--- src/rtl/seq_pkg.sv ---
// Shared definitions for the serializer and the downstream Mealy sequence detector.
//   ser_state_t      : serializer FSM encoding
//   det_state_t      : detector state codes, kept here so both stages share one definition
//   IDLE_BIT_DEFAULT : idle line level that keeps the detector parked in S0
package seq_pkg;

    typedef enum logic {
        ST_IDLE  = 1'b0,
        ST_SHIFT = 1'b1
    } ser_state_t;

    typedef enum logic [1:0] {
        DET_S0 = 2'd0,
        DET_S1 = 2'd1,
        DET_S2 = 2'd2,
        DET_S3 = 2'd3
    } det_state_t;

    localparam logic IDLE_BIT_DEFAULT = 1'b1;

endpackage

--- src/rtl/sync_fifo.sv ---
// Synchronous word FIFO, no fall-through; head is read combinationally from memory.
// Ports:
//   i_Clk, Reset      clock, async active-high reset (pointers/level cleared)
//   i_Push, i_Data    write request and word (ignored when full)
//   i_Pop             read request (ignored when empty)
//   o_Head            word at the read pointer
//   o_Full, o_Empty   decoded from the registered level
//   o_Level           words currently held
module sync_fifo #(
    parameter int unsigned WIDTH = 8,
    parameter int unsigned DEPTH = 4
) (
    input  logic                       i_Clk,
    input  logic                       Reset,
    input  logic                       i_Push,
    input  logic [WIDTH-1:0]           i_Data,
    input  logic                       i_Pop,
    output logic [WIDTH-1:0]           o_Head,
    output logic                       o_Full,
    output logic                       o_Empty,
    output logic [$clog2(DEPTH):0]     o_Level
);

    localparam int unsigned AW = $clog2(DEPTH);
    localparam int unsigned LW = AW + 1;

    logic [WIDTH-1:0] r_Mem [DEPTH];
    logic [AW-1:0]    r_Wr_Ptr;
    logic [AW-1:0]    r_Rd_Ptr;
    logic [LW-1:0]    r_Level;
    logic             w_Do_Push;
    logic             w_Do_Pop;

    assign o_Full    = (r_Level == LW'(DEPTH));
    assign o_Empty   = (r_Level == '0);
    assign o_Level   = r_Level;
    assign o_Head    = r_Mem[r_Rd_Ptr];
    assign w_Do_Push = i_Push && !o_Full;
    assign w_Do_Pop  = i_Pop && !o_Empty;

    // Storage carries no reset; validity is tracked by the pointers and level.
    always_ff @(posedge i_Clk) begin
        if (w_Do_Push) begin
            r_Mem[r_Wr_Ptr] <= i_Data;
        end
    end

    // Pointers wrap naturally since DEPTH is a power of two.
    always_ff @(posedge i_Clk or posedge Reset) begin
        if (Reset) begin
            r_Wr_Ptr <= '0;
            r_Rd_Ptr <= '0;
            r_Level  <= '0;
        end else begin
            if (w_Do_Push) begin
                r_Wr_Ptr <= r_Wr_Ptr + 1'b1;
            end
            if (w_Do_Pop) begin
                r_Rd_Ptr <= r_Rd_Ptr + 1'b1;
            end
            case ({w_Do_Push, w_Do_Pop})
                2'b10:   r_Level <= r_Level + LW'(1);
                2'b01:   r_Level <= r_Level - LW'(1);
                default: r_Level <= r_Level;
            endcase
        end
    end

endmodule

--- src/rtl/sequence_serializer.sv ---
// Parallel-to-serial feeder for the Mealy sequence detector.
// Words arrive over valid/ready into a small FIFO and are shifted out one bit per
// clock on o_Sequence; back-to-back words are gapless, idle fill is IDLE_BIT.
// Ports:
//   i_Clk, Reset     clock, async active-high reset
//   i_Data, i_Valid  input word and its valid
//   o_Ready          FIFO not full (combinational from registered level)
//   o_Sequence       serial bit stream
//   o_Bit_Valid      o_Sequence carries a data bit
//   o_Busy           shifting or FIFO non-empty
//   o_Level          words held in the FIFO
module sequence_serializer
    import seq_pkg::*;
#(
    parameter int unsigned WIDTH     = 8,
    parameter int unsigned DEPTH     = 4,
    parameter logic        IDLE_BIT  = IDLE_BIT_DEFAULT,
    parameter bit          MSB_FIRST = 1'b1
) (
    input  logic                       i_Clk,
    input  logic                       Reset,
    input  logic [WIDTH-1:0]           i_Data,
    input  logic                       i_Valid,
    output logic                       o_Ready,
    output logic                       o_Sequence,
    output logic                       o_Bit_Valid,
    output logic                       o_Busy,
    output logic [$clog2(DEPTH):0]     o_Level
);

    localparam int unsigned LW = $clog2(DEPTH) + 1;
    localparam int unsigned CW = $clog2(WIDTH);

    ser_state_t       r_State;
    logic [WIDTH-1:0] r_Shift;
    logic [CW-1:0]    r_Bit_Cnt;

    logic             w_Full;
    logic             w_Empty;
    logic [WIDTH-1:0] w_Head;
    logic [LW-1:0]    w_Level;
    logic             w_Push;
    logic             w_Pop;
    logic             w_Last;
    logic             w_Shift_Next;
    logic [LW-1:0]    w_Level_Next;

    // Bit that leaves the word first, and the word with that bit consumed.
    function automatic logic first_bit(input logic [WIDTH-1:0] w);
        return MSB_FIRST ? w[WIDTH-1] : w[0];
    endfunction

    function automatic logic [WIDTH-1:0] advance(input logic [WIDTH-1:0] w);
        return MSB_FIRST ? (w << 1) : (w >> 1);
    endfunction

    sync_fifo #(
        .WIDTH (WIDTH),
        .DEPTH (DEPTH)
    ) u_fifo (
        .i_Clk   (i_Clk),
        .Reset   (Reset),
        .i_Push  (w_Push),
        .i_Data  (i_Data),
        .i_Pop   (w_Pop),
        .o_Head  (w_Head),
        .o_Full  (w_Full),
        .o_Empty (w_Empty),
        .o_Level (w_Level)
    );

    assign o_Ready = !w_Full;
    assign o_Level = w_Level;
    assign w_Push  = i_Valid && !w_Full;
    assign w_Last  = (r_Bit_Cnt == '0);

    // Pop from idle, or on the last bit of a word so the next one follows gaplessly.
    assign w_Pop        = !w_Empty && ((r_State == ST_IDLE) || w_Last);
    assign w_Shift_Next = ((r_State == ST_SHIFT) && !w_Last) || !w_Empty;
    assign w_Level_Next = w_Level + LW'(w_Push) - LW'(w_Pop);

    // FSM, shifter, bit counter and registered outputs.
    always_ff @(posedge i_Clk or posedge Reset) begin
        if (Reset) begin
            r_State     <= ST_IDLE;
            r_Shift     <= '0;
            r_Bit_Cnt   <= '0;
            o_Sequence  <= IDLE_BIT;
            o_Bit_Valid <= 1'b0;
            o_Busy      <= 1'b0;
        end else begin
            // Reflects the state and level that take effect on this edge.
            o_Busy <= w_Shift_Next || (w_Level_Next != '0);
            case (r_State)
                ST_SHIFT: begin
                    if (!w_Last) begin
                        r_Shift    <= advance(r_Shift);
                        r_Bit_Cnt  <= r_Bit_Cnt - 1'b1;
                        o_Sequence <= first_bit(r_Shift);
                    end else if (w_Pop) begin
                        r_Shift    <= advance(w_Head);
                        r_Bit_Cnt  <= CW'(WIDTH - 1);
                        o_Sequence <= first_bit(w_Head);
                    end else begin
                        r_State     <= ST_IDLE;
                        o_Sequence  <= IDLE_BIT;
                        o_Bit_Valid <= 1'b0;
                    end
                end
                default: begin
                    if (w_Pop) begin
                        r_State     <= ST_SHIFT;
                        r_Shift     <= advance(w_Head);
                        r_Bit_Cnt   <= CW'(WIDTH - 1);
                        o_Sequence  <= first_bit(w_Head);
                        o_Bit_Valid <= 1'b1;
                    end else begin
                        r_State     <= ST_IDLE;
                        o_Sequence  <= IDLE_BIT;
                        o_Bit_Valid <= 1'b0;
                    end
                end
            endcase
        end
    end

endmodule

--- config.mk ---
export PLATFORM = sky130hd
export DESIGN_NAME = sequence_serializer
export DESIGN_NICKNAME = d
export VERILOG_FILES = /design/src/rtl/seq_pkg.sv /design/src/rtl/sync_fifo.sv /design/src/rtl/sequence_serializer.sv
export SDC_FILE = /design/constraint.sdc
export NUM_CORES = 1
export LEC_CHECK = 0
export ABC_AREA = 1
export BUFFER_PORTS_ARGS = -buffer_cell sky130_fd_sc_hd__buf_2
export CORE_UTILIZATION = 40
export CTS_CLUSTER_DIAMETER = 120
export CTS_CLUSTER_SIZE = 28
export DETAILED_ROUTE_END_ITERATION = 10
export SYNTH_ARGS = -nofsm -noshare
export SYNTH_HDL_FRONTEND = slang
export SYNTH_HIERARCHICAL = 1
export SYNTH_SLANG_ARGS = --single-unit
--- constraint.sdc ---
create_clock -name i_Clk -period 2.4 [get_ports i_Clk]
set_input_delay 0.72 -clock i_Clk [delete_from_list [all_inputs] [get_ports i_Clk]]
set_output_delay 0.72 -clock i_Clk [all_outputs]
set_load 0.005 [all_outputs]
# After elaboration in Yosys (flattened, before gate mapping)
# Memories as Yosys holds them, arrays and structs flattened.
# Index checks and enable logic that the tools add are counted.
dict set report word_totals {
  n_memories 1
  output_inout_bits 7
  ff_bits 22
  input_bits 11
  mem_bits_rw 32
  word_cells 57
}
dict set report op_classes {
  n_addsub 7
  n_mux 18
  n_bitwise 1
  n_eq_ne 5
  n_reduce_logical 16
}
# memory words word_bits rd rd_clocked_by_memory_dff wr line_no
set mem_list {}
lappend mem_list {u_fifo.r_Mem 4 8 1 0 1 sync_fifo.sv:27} ;# logic [WIDTH-1:0] r_Mem [DEPTH];
# operator count
set op_table {}
lappend op_table {{$mux 8} 3}
lappend op_table {{$mux 1} 11}
lappend op_table {{$mux 3} 3}
lappend op_table {{$logic_not 3->1} 2}
lappend op_table {{$pmux 3 s2} 1}
lappend op_table {{$sub 3x1->3 const B} 2}
lappend op_table {{$logic_and 1x1->1} 5}
lappend op_table {{$add 2x1->2 const B} 2}
lappend op_table {{$add 3x1->3} 1}
lappend op_table {{$add 3x1->3 const B} 1}
lappend op_table {{$eq 3x3->1 const B} 1}
lappend op_table {{$logic_not 1->1} 3}
lappend op_table {{$logic_or 1x1->1} 3}
lappend op_table {{$reduce_bool 3->1} 1}
lappend op_table {{$sub 3x1->3} 1}
lappend op_table {{$eq 2x1->1 const B} 1}
lappend op_table {{$eq 2x2->1 const B} 1}
lappend op_table {{$ne 2x1->1 const B} 1}
lappend op_table {{$ne 2x2->1 const B} 1}
lappend op_table {{$reduce_and 2->1} 1}
lappend op_table {{$reduce_bool 2->1} 1}
lappend op_table {{$not 1->1} 1}

# Depth between registers and ports, before layout
# Gate-level depths: netlist (run 1).
dict set report depth {
  depth_word 7
  ltp_mapped 17
  depth_no_buf 16
}

# Hierarchy
# Netlist (run 1), hierarchy kept.
# mod area_per_inst_um2 seq_area_each_um2 cells_per_inst n_inst
set modules_own_cells {}
lappend modules_own_cells {sync_fifo 1755.4 1136.1 155 1}
lappend modules_own_cells {sequence_serializer 827.0 376.6 107 1}

# Worst setup path after synthesis (run 1)
# No wires, ideal clock.
dict set report synth_timing {
  path_type {register to register}
  startpoint {register u_fifo.r_Level[1] (netlist: u_fifo/o_Level[1])}
  endpoint {register o_Busy}
  path_buffers 1
  stages_incl_launch_ff 15
  t_arrival_ps 2284
  slack_ps -9
  t_required_ps 2274
  period_less_slack_ps 2409
  setup_ps 126
  cell_sequence {dfrtp_1 -> inv_1 -> nand3_2 -> inv_1 -> buf_6 -> inv_1 -> nand2_2 -> inv_2 -> nand2_1 -> nand2_1 -> ha_1 -> fa_1 -> or2_2 -> nor2_1 -> nand3_1}
}
dict set report synth_via {
  word_cells_on_any_way 11
  classes_between {2 x add/sub; 1 x eq/ne; 8 x reduce/logical}
}
# item line_no
set synth_lines {}
lappend synth_lines {{start, declared} sync_fifo.sv:30} ;# logic [LW-1:0] r_Level;
lappend synth_lines {{start signal, assigned} sync_fifo.sv:62} ;# 2'b10: r_Level <= r_Level + LW'(1);
lappend synth_lines {{start signal, assigned} sync_fifo.sv:63} ;# 2'b01: r_Level <= r_Level - LW'(1);
lappend synth_lines {{start signal, assigned} sync_fifo.sv:64} ;# default: r_Level <= r_Level;
lappend synth_lines {{$logic_not 3->1} sync_fifo.sv:35} ;# assign o_Empty = (r_Level == '0);
lappend synth_lines {{named net w_Empty} sequence_serializer.sv:39} ;# logic w_Empty;
lappend synth_lines {{$logic_not 1->1} sequence_serializer.sv:78} ;# assign w_Pop = !w_Empty && ((r_State == ST_IDLE) || w_Last);
lappend synth_lines {{$logic_and 1x1->1} sequence_serializer.sv:78}
lappend synth_lines {{named net w_Pop} sequence_serializer.sv:43} ;# logic w_Pop;
lappend synth_lines {{$sub 3x1->3} sequence_serializer.sv:80} ;# assign w_Level_Next = w_Level + LW'(w_Push) - LW'(w_Pop);
lappend synth_lines {{$reduce_bool 3->1} sequence_serializer.sv:93} ;# o_Busy <= w_Shift_Next || (w_Level_Next != '0);
lappend synth_lines {{$logic_or 1x1->1} sequence_serializer.sv:93}
lappend synth_lines {{end signal, assigned} sequence_serializer.sv:93}
lappend synth_lines {{end, declared} sequence_serializer.sv:27} ;# output logic o_Busy,
# The timed path passes the listed nets, and every way through them passes these cells.
# A chain may end at the register's enable or synchronous reset.

# Final worst setup path (run 1)
dict set report layout_timing {
  startpoint {register u_fifo.r_Level[0] (netlist: u_fifo/o_Level[0])}
  endpoint {register o_Busy}
}
dict set report layout_via {
  elab_chain_len 7
  word_cells_on_any_way 11
  classes_between {2 x add/sub; 1 x eq/ne; 8 x reduce/logical}
}
# item line_no
set layout_lines {}
lappend layout_lines {{$eq 3x3->1} sync_fifo.sv:34} ;# assign o_Full = (r_Level == LW'(DEPTH));
lappend layout_lines {{named net w_Full} sequence_serializer.sv:38} ;# logic w_Full;
lappend layout_lines {{$logic_not 1->1} sequence_serializer.sv:74} ;# assign w_Push = i_Valid && !w_Full;
lappend layout_lines {{$logic_and 1x1->1} sequence_serializer.sv:74}
lappend layout_lines {{named net w_Push} sequence_serializer.sv:42} ;# logic w_Push;
lappend layout_lines {{$add 3x1->3} sequence_serializer.sv:80}
lappend layout_lines {{$sub 3x1->3} sequence_serializer.sv:80}
lappend layout_lines {{$reduce_bool 3->1} sequence_serializer.sv:93}
lappend layout_lines {{$logic_or 1x1->1} sequence_serializer.sv:93}
# The timed path passes the listed nets, and every way through them passes these cells.

==> results of run 1 <==
final cells by class:
class                      instances  share of cell area
inverter                          56              0.0724
multi-input combinational        146               0.277
clock buffer                       5              0.0237
clock inverter                     3              0.0138
sequential                        54               0.521
timing repair buffer              29              0.0603
tap                               75              0.0323
stage by stage:
step	cells	setup slack, ns	utilization	hold WS [ns]
after detailed placement	358	0.0910	0.457	0.464
after floorplan	262	0.00753	-	0.460
after global routing	368	0.00441	0.479	0.369
after CTS	366	0.0718	0.475	0.361
final	368	0.166	0.479	0.355
after global placement	358	0.147	0.457	0.457
cells by family after synthesis:
| logic type | after synthesis | share of synthesized area |
|---|---|---|
| buffers and inverters | 62 | 0.107 |
| adders and majority gates | 10 | 0.0543 |
| DFF | 54 | 0.586 |
| and+or+nand+nor | 109 | 0.178 |
| xor gates and xnor gates | 3 | 0.0102 |
| AOI/OAI and AO/OA | 24 | 0.0644 |
flip-flops by register name (all words and copies together), names as in the netlist:
name and flops:
u_fifo/o_Level 3, u_fifo/r_Wr_Ptr 2, u_fifo/r_Rd_Ptr 2, u_fifo/r_Mem 32
o_Sequence 1, r_Shift 8, o_Busy 1, r_State 1
o_Bit_Valid 1, r_Bit_Cnt 3
worst reg2reg max path: stages (launching register included):
cell and delay, ns:
sky130_fd_sc_hd__dfrtp_1 0.43, sky130_fd_sc_hd__inv_2 0.11, sky130_fd_sc_hd__nand3_2 0.13, sky130_fd_sc_hd__inv_1 0.08
sky130_fd_sc_hd__inv_1 0.04, sky130_fd_sc_hd__nand2_1 0.09, sky130_fd_sc_hd__inv_1 0.07, sky130_fd_sc_hd__nand2_1 0.06
sky130_fd_sc_hd__nand2_1 0.05, sky130_fd_sc_hd__ha_1 0.19, sky130_fd_sc_hd__fa_1 0.42, sky130_fd_sc_hd__or2_2 0.30
sky130_fd_sc_hd__nor2_1 0.10, sky130_fd_sc_hd__nand3_1 0.07
routing by layer:
layer | global-route usage | routed length, um
met4 | 0.0421 | 50
met1 | 0.193 | 2130
met2 | 0.233 | 1990
met5 | 0 | 0
met3 | 0.0330 | 117
synthesized netlist by cell type (all sizes together):
master | n | area, um2
buf | 5 | 52.6
fa | 2 | 40.0
dfstp | 1 | 26.3
ha | 8 | 100
xnor2 | 2 | 17.5
dfrtp | 21 | 526
edfxtp | 32 | 961
o21ai | 6 | 30.0
inv | 56 | 210
o211ai | 16 | 120
or2 | 1 | 6.26
o21a | 1 | 7.51
nand4 | 1 | 6.26
nor2 | 20 | 75.1
a21oi | 1 | 8.76
clkbuf | 1 | 13.8
nand2 | 70 | 278
nand3 | 17 | 95.1
xor2 | 1 | 8.76
worst max path at each step:
stage	to	start
floorplan	o_Busy	u_fifo/o_Level[2]
global placement	o_Busy	i_Valid
detailed placement	o_Busy	u_fifo/o_Level[0]
CTS	o_Busy	u_fifo/o_Level[0]
global route	o_Busy	u_fifo/o_Level[0]
finish	o_Busy	u_fifo/o_Level[0]
power by group through the flow:
stage	Clock (mW)	Sequential, mW	Combinational [mW]
after floorplan	0	1.40	1.15
after global placement	0	1.43	1.45
after detailed placement	0	1.43	1.47
after CTS	0.617	1.41	1.48
after global routing	0.647	1.43	1.73
final	0.598	1.40	1.50
what timing repair did:
action | CTS | global route
gates resized for setup | 0 | 3
setup buffers | 0 | 2
setup endpoints to repair | 0 | 1
==> run summary, run 1 <==
Net switching share of the total power: 0.383
Worst slew pin tran: 0.572 ns
Avg WL per Cell: 11.7 um
Number of cells on the critical path: 13
Worst skew pair latency: 0.31 ns
Final critical-path share of the clock period: 0.931
Warnings from Yosys: 6
Clock group share of total power: 0.171
Sequential share of the synthesized area: 0.586
Endpoint required time on the critical path: 2.60 ns
Post-route DRC violation count: 0
Area growth from synthesis to layout: 12.5%
Static power due to leakage: 1.40 nW
Data arrival time of the critical path: 2.44 ns
Syn Inst Count: 262
Number of buffers added by the clock tree synthesis step: 5
Net count after synthesis: 283
Initial antenna violation count: 0
Total routing usage reported by global routing: 0.144
Sum Neg Setup Slack: 0 ns
Horiz. Die Dim: 82.4 um
Share of cells above drive strength 1: 0.184
Unrepaired setup endpoints after global routing: false
Iteration count of the initial detailed-routing pass: 2
First-pass GRT wire length: 7090 um
Area of the mapped netlist: 2580 um2
# setup viols final: 0
Internal power contribution: 2.16 mW
Min Tclk post-route: 2.23 ns
Boundary Pins: 18
Number of DRC violations after detailed-routing iteration 0: 94
Startpoint of the worst register-to-register path: u_fifo/o_Level[0]
Area taken by multi-input logic gates: 803 um2
Number of buffer cells added on primary ports: 17
Crit Path Class: reg2reg
Residual antenna-violating net count after detailed routing: 0
Capture instance of the worst register-to-register path: o_Busy
Clock Path Buffers: 2
Core region area: 6060 um2
Result of the run: finished, final reports clean
Number of sinks handled by clock tree synthesis: 54
Sum of overflow across all layers after global routing: 0
Via Count: 1694
Root buffer cell: sky130_fd_sc_hd__clkbuf_8
Clk pin slew, worst setup/hold paths: 0.10 ns
CP top delay family: simple AND/OR/NAND/NOR gates
Count of filler cells inserted in the layout: 566
Pwr dens: 1200 nW/um2
Crit end category: register
Ordered cell list for the critical path: inv_2 -> nand3_2 -> inv_1 -> inv_1 -> nand2_1 -> inv_1 -> nand2_1 -> nand2_1 -> ha_1 -> fa_1 -> or2_2 -> nor2_1 -> nand3_1
Number of library cell types mapped by synthesis: 24
Gate power share: 0.428
Maximum Capacitance Violations: 0
Bufs and invs on worst path: 4
Routed wire length: 4290 um
Final max-slew violation count: 0
Die ar.: 6780 um2
Setup skew after layout: 0.0125 ns
Finished Cell Area: 2900 um2
TritonCTS clock tree: yes
Vias in the first global route: 1499
R2R setup slack: 0.17 ns
Synthesized area per cell: 9.86 um2
Row count: 28
Remaining max-slew budget at the tightest pin: 0.618
Height of the die: 82.4 um
Class of the tightest hold or removal check: in2async
Number of failing hold endpoints at the final stage: 0
Number of nets in the layout: 313
Antenna Diode Count: 0
Startpoint class of the critical path: register
Initial core utilization: 0.426
Max rail drop VDD: 0.484 mV
Total power of the final layout: 3.50 mW
Deepest level of the CTS H-tree: 2
Top fanout value on the critical path: 4
Cell with the largest stage delay on the worst path: sky130_fd_sc_hd__dfrtp_1
Via-to-Cell Ratio: 4.60
Weighted congestion at the end of routability-driven global placement: 0.739
Final HPWL from detailed placement: 2920 um
Logic depth of the worst register-to-register path: 13
Switching power total: 1.34 mW
Largest net degree at the start of global routing: 34
Cell area after placement: 2770 um2
Commonest cells after routing, fill and taps aside: sky130_fd_sc_hd__nand2_1 (65), sky130_fd_sc_hd__inv_1 (49), sky130_fd_sc_hd__edfxtp_1 (32)
Flip-flop and latch area: 1510 um2
Most frequent standard cell in the layout excluding fill and tap cells: sky130_fd_sc_hd__nand2_1
Sequential share of power: 0.401
CP peak stage delay: 0.43 ns
Synth Register Bits: 54
Hold buffers post-CTS: 0
Timing-limited maximum frequency: 0.448 GHz
Power figures use the tool's default switching activity.
==> run 2, diff against run 1 <==
--- a/config.mk
+++ b/config.mk
@@ -8,6 +8,7 @@
 export ABC_AREA = 1
 export BUFFER_PORTS_ARGS = -buffer_cell sky130_fd_sc_hd__buf_2
 export CORE_UTILIZATION = 40
+export CTS_BUF_LIST = sky130_fd_sc_hd__clkbuf_16
 export CTS_CLUSTER_DIAMETER = 120
 export CTS_CLUSTER_SIZE = 28
 export DETAILED_ROUTE_END_ITERATION = 10
==> constraint.sdc (replaced) <==
create_clock -name i_Clk -period 1.95 [get_ports i_Clk]
set_input_delay 0.585 -clock i_Clk [delete_from_list [all_inputs] [get_ports i_Clk]]
set_output_delay 0.585 -clock i_Clk [all_outputs]
set_load 0.05 [all_outputs]
==> run 2 against run 1 <==
The flow now finishes with violations (negative setup slack); cell count grew 6.0%; register-to-register slack lost 0.28 ns; sequential power grew 25%; critical path type unchanged; largest cell class unchanged; largest power group unchanged; highest routed layer unchanged.
==> run summary, run 2 (synthesized netlist as in run 1, its figures left out) <==
Finished Cell Area: 3250 um2
Pwr dens: 1630 nW/um2
Weighted congestion at the end of routability-driven global placement: 0.720
Number of buffers added by the clock tree synthesis step: 5
Post-route DRC violation count: 0
Ordered cell list for the critical path: inv_2 -> nand3_4 -> inv_2 -> inv_2 -> nand2_2 -> inv_2 -> nand2_2 -> nand2_2 -> ha_4 -> fa_1 -> or2_4 -> nor2_2 -> nand3_1
Cell with the largest stage delay on the worst path: sky130_fd_sc_hd__dfrtp_2
Initial core utilization: 0.426
Number of failing hold endpoints at the final stage: 0
Antenna Diode Count: 0
Capture instance of the worst register-to-register path: o_Busy
Max rail drop VDD: 0.657 mV
Maximum Capacitance Violations: 0
R2R setup slack: -0.11 ns
Violated checks: negative setup slack
Vias in the first global route: 1649
Sum Neg Setup Slack: -0.114 ns
Most frequent standard cell in the layout excluding fill and tap cells: sky130_fd_sc_hd__nand2_1
Crit Path Class: reg2reg
Remaining max-slew budget at the tightest pin: 0.616
Class of the tightest hold or removal check: in2async
Area growth from synthesis to layout: 25.7%
Pre-CTS setup slack: -0.158 ns
First-pass GRT wire length: 7630 um
Avg WL per Cell: 12.1 um
Residual antenna-violating net count after detailed routing: 0
Final critical-path share of the clock period: 1.06
Count of filler cells inserted in the layout: 535
Endpoint required time on the critical path: 2.13 ns
Minimum setup slack in the final design: -0.114 ns
Commonest cells after routing, fill and taps aside: sky130_fd_sc_hd__nand2_1 (61), sky130_fd_sc_hd__inv_1 (40), sky130_fd_sc_hd__edfxtp_1 (32)
Height of the die: 82.4 um
Sum of overflow across all layers after global routing: 0
Startpoint class of the critical path: register
Result of the run: finished with violations
CP dominant cell by count: sky130_fd_sc_hd__inv_2
Via Count: 1795
Initial antenna violation count: 0
Number of buffer cells added on primary ports: 17
Biggest registers after layout: u_fifo/r_Mem: 32 flops, r_Shift: 8 flops
Timing-limited maximum frequency: 0.484 GHz
Startpoint of the worst register-to-register path: u_fifo/o_Level[2]
Logic depth of the worst register-to-register path: 13
Total routing usage reported by global routing: 0.157
Iteration count of the initial detailed-routing pass: 4
Number of DRC violations after detailed-routing iteration 0: 118
Min Tclk post-route: 2.06 ns
CP peak stage delay: 0.43 ns
Final max-slew violation count: 0
Share of cells above drive strength 1: 0.327
Worst skew pair latency: 0.29 ns
Worst slew pin tran: 0.575 ns
Setup skew after layout: 0.00941 ns
Root buffer cell: sky130_fd_sc_hd__clkbuf_16
Deepest level of the CTS H-tree: 2
Number of flip-flops in the largest register: 32
Boundary Pins: 18
Horiz. Die Dim: 82.4 um
Unrepaired setup endpoints after global routing: true
Final HPWL from detailed placement: 3250 um
Number of sinks handled by clock tree synthesis: 54
Static power due to leakage: 1.53 nW
TritonCTS clock tree: yes
Via-to-Cell Ratio: 4.60
Core region area: 6060 um2
Hold Slack: 0.232 ns
Number of nets in the layout: 335
Cell area after placement: 2970 um2
Die ar.: 6780 um2
Crit end category: register
Top fanout value on the critical path: 3
Data arrival time of the critical path: 2.24 ns
Register with the most flip-flops: u_fifo/r_Mem
Clk pin slew, worst setup/hold paths: 0.07 ns
Clock Path Buffers: 2
Row count: 28
Hold buffers post-CTS: 0
Routed wire length: 4710 um
# setup viols final: 1
Largest net degree at the start of global routing: 34
==> run 2: cell count changes in the layout (fill, tap and decap cells not counted), moves of 5 or more <==
cell	change
sky130_fd_sc_hd__nor2_1	-5
sky130_fd_sc_hd__buf_4	+18
sky130_fd_sc_hd__clkbuf_8	-5
sky130_fd_sc_hd__inv_2	+7
sky130_fd_sc_hd__inv_1	-9
sky130_fd_sc_hd__clkbuf_16	+5
sky130_fd_sc_hd__nor2_2	+5
==> run 2: layout make-up <==
type / instances / area, um2 / share of cell area
flip-flops and latches: 54 / 1520 / 0.467
multi-input cells: 146 / 893 / 0.275
repair buffers: 51 / 383 / 0.118
inverters: 56 / 218 / 0.0671
clock buffers: 5 / 125 / 0.0385
well taps: 75 / 93.8 / 0.0289
clock inverters: 3 / 17.5 / 0.00539
==> run 2: where the power goes <==
group	total [mW]	internal, mW	switching, mW
sequential	1.75	1.58	0.167
combinational	2.67	1.11	1.56
clock	0.869	0.474	0.395
==> run 2: what timing repair did <==
item / in CTS / in global routing
buffers inserted: 6 / 5
gates cloned: 0 / 0
pin swaps: 9 / 12
setup endpoints to repair: 4 / 4
gates resized for setup: 19 / 12
==> run 2: metal layers <==
layer,vias up,GRT usage,part of all wire
met5,-,0,0
met4,0,0.0579,0.014
met3,4,0.0429,0.030
met2,29,0.255,0.47
met1,831,0.202,0.49
li1,931,-,-
==> run 2: critical path: cells and delay by family (launching register included) <==
family	cells	cell delay (ns)
simple gates	7	0.67
buf+inv	4	0.25
fa+ha+maj	2	0.59
flops	1	0.43
==> run 2: how the worst max path moves through the flow <==
stage,start,to,slack [ns],cells after the start
6_report,u_fifo/o_Level[2],o_Busy,-0.11,13
5_1_grt,u_fifo/o_Level[2],o_Busy,-0.24,13
4_1_cts,u_fifo/o_Level[2],o_Busy,-0.12,13
3_5_place_dp,r_Bit_Cnt[0],o_Busy,-0.16,13
3_3_place_gp,u_fifo/o_Level[0],o_Busy,-0.10,13
2_1_floorplan,u_fifo/o_Level[0],o_Busy,-0.51,13
==> run 2: stage by stage <==
stage / utilization / power [mW] / instances
floorplan: - / 3.44 / 262
global placement: 0.491 / 4.09 / 375
detailed placement: 0.491 / 4.15 / 375
CTS: 0.530 / 5.21 / 389
global route: 0.536 / 5.71 / 390
finish: 0.536 / 5.28 / 390
==> run 3, diff against run 2 <==
--- a/config.mk
+++ b/config.mk
@@ -12,6 +12,7 @@
 export CTS_CLUSTER_DIAMETER = 120
 export CTS_CLUSTER_SIZE = 28
 export DETAILED_ROUTE_END_ITERATION = 10
+export PLACE_DENSITY_LB_ADDON = 0.15
 export SYNTH_ARGS = -nofsm -noshare
 export SYNTH_HDL_FRONTEND = slang
 export SYNTH_HIERARCHICAL = 1
==> run 3 against run 2 <==
The flow still finishes with violations (negative setup slack); sequential share of layout area shrank 0.67 points; setup slack improved by 0.039 ns; final area grew 1.5%; die area did not move; fmax is 1.9% higher; utilization is 0.78 points higher; first-iteration DRC count down 39%; critical path type unchanged.
==> run summary, run 3 (synthesized netlist as in run 1, its figures left out) <==
Data arrival time of the critical path: 2.20 ns
Sum of overflow across all layers after global routing: 0
Clk pin slew, worst setup/hold paths: 0.08 ns
Worst skew pair latency: 0.29 ns
Height of the die: 82.4 um
Weighted congestion at the end of routability-driven global placement: 0.729
Iteration count of the initial detailed-routing pass: 4
Worst slew pin tran: 0.571 ns
Vias in the first global route: 1593
Deepest level of the CTS H-tree: 2
Violated checks: negative setup slack
# setup viols final: 2
Post-route DRC violation count: 0
Number of buffers added by the clock tree synthesis step: 5
Cell area after placement: 2970 um2
Routed wire length: 4670 um
GR Util met1: 0.210
Largest net degree at the start of global routing: 20
Initial antenna violation count: 0
Root buffer cell: sky130_fd_sc_hd__clkbuf_16
Register with the most flip-flops: u_fifo/r_Mem
Static power due to leakage: 1.54 nW
Max rail drop VDD: 0.772 mV
Maximum Capacitance Violations: 0
Total routing usage reported by global routing: 0.152
Minimum setup slack in the final design: -0.0750 ns
Number of buffer cells added on primary ports: 17
Number of flip-flops in the largest register: 32
Row count: 28
Horiz. Die Dim: 82.4 um
Met2 Usage GRT: 0.244
Core region area: 6060 um2
Finished Cell Area: 3290 um2
Startpoint class of the critical path: register
Via Count: 1737
Timing-limited maximum frequency: 0.494 GHz
Pre-CTS setup slack: -0.165 ns
First-pass GRT wire length: 7530 um
Total power of the final layout: 5.37 mW
Most frequent standard cell in the layout excluding fill and tap cells: sky130_fd_sc_hd__nand2_1
Endpoint required time on the critical path: 2.13 ns
TritonCTS clock tree: yes
Clock Path Buffers: 2
Number of nets in the layout: 336
Number of DRC violations after detailed-routing iteration 0: 72
Final critical-path share of the clock period: 1.04
Residual antenna-violating net count after detailed routing: 0
Result of the run: finished with violations
Via-to-Cell Ratio: 4.44
Final max-slew violation count: 0
Share of cells above drive strength 1: 0.326
Avg WL per Cell: 11.9 um
Remaining max-slew budget at the tightest pin: 0.619
Class of the tightest hold or removal check: in2async
Crit Path Class: reg2reg
Initial core utilization: 0.426
Most utilized layer in the global route result: met2
Number of sinks handled by clock tree synthesis: 54
Hold Slack: 0.242 ns
Crit end category: register
Die ar.: 6780 um2
Biggest registers after layout: u_fifo/r_Mem: 32 flops, r_Shift: 8 flops
Commonest cells after routing, fill and taps aside: sky130_fd_sc_hd__nand2_1 (62), sky130_fd_sc_hd__inv_1 (39), sky130_fd_sc_hd__edfxtp_1 (32)
Antenna Diode Count: 0
Unrepaired setup endpoints after global routing: true
Pwr dens: 1630 nW/um2
Sum Neg Setup Slack: -0.0775 ns
Area growth from synthesis to layout: 27.6%
Boundary Pins: 18
Hold buffers post-CTS: 0
Final HPWL from detailed placement: 3200 um
Met3 layer usage reported by global route: 0.0297
Number of failing hold endpoints at the final stage: 0
Setup skew after layout: 0.00670 ns
Min Tclk post-route: 2.03 ns
Top fanout value on the critical path: 5
[run 3: cell types whose count changed in the layout (fill, tap and decap cells not counted), sizes merged]
cell	before	now
buf	51	52
[run 3: metal layers]
layer | wire, um | vias to the layer above
li1 | - | 938
met1 | 2330 | 773
met2 | 2130 | 22
met3 | 161 | 4
met4 | 51 | 0
met5 | 0 | -
[run 3: layout make-up]
| type | instances | area (um2) |
|---|---|---|
| Tap cell | 75 | 93.8 |
| Multi-Input combinational cell | 146 | 907 |
| Inverter | 56 | 220 |
| Clock buffer | 5 | 125 |
| Clock inverter | 3 | 28.8 |
| Sequential cell | 54 | 1520 |
| Fill cell | 555 | 2770 |
| Timing Repair Buffer | 52 | 403 |
[run 3: per-stage QoR]
stage,cells,util
final,391,0.544
after global routing,391,0.544
after CTS,384,0.524
after detailed placement,375,0.491
after global placement,375,0.491
after floorplan,262,-
[run 3: critical path, cell delays in order (launching register included)]
cell,delay [ns]
sky130_fd_sc_hd__dfrtp_2,0.42
sky130_fd_sc_hd__inv_4,0.08
sky130_fd_sc_hd__nand3_4,0.09
sky130_fd_sc_hd__inv_2,0.07
sky130_fd_sc_hd__inv_2,0.05
sky130_fd_sc_hd__nand2_4,0.07
sky130_fd_sc_hd__inv_4,0.04
sky130_fd_sc_hd__nand2_2,0.06
sky130_fd_sc_hd__nand2_2,0.06
sky130_fd_sc_hd__ha_4,0.15
sky130_fd_sc_hd__fa_1,0.44
sky130_fd_sc_hd__or2_4,0.23
sky130_fd_sc_hd__nor2_2,0.07
sky130_fd_sc_hd__nand3_1,0.07
[run 3: timing repair]
action,CTS,global route
resized for setup,18,16
endpoints found under the setup margin,4,3
setup buffers,1,7
pin swaps,6,9
[run 3: path summary, 6_finish.rpt]
| kind | slack, ns | cells past startpoint | startpoint | to |
|---|---|---|---|---|
| hold / removal | 0.24 | 2 | Reset | u_fifo/o_Level[1] |
| setup reg to reg | -0.08 | 13 | u_fifo/o_Level[0] | o_Busy |
| max in group asynchronous | 1.22 | 2 | Reset | o_Sequence |
| min in group i_Clk | 0.48 | 1 | o_Bit_Valid | o_Bit_Valid |
| hold reg to reg | 0.48 | 1 | o_Bit_Valid | o_Bit_Valid |
| setup / recovery | -0.08 | 13 | u_fifo/o_Level[0] | o_Busy |
[run 3: where the power goes]
part	total, mW	internal [mW]	leakage [nW]	switching (mW)
clock network	0.924	0.493	0.0763	0.431
registers	1.74	1.58	0.549	0.158
logic	2.70	1.14	0.918	1.57
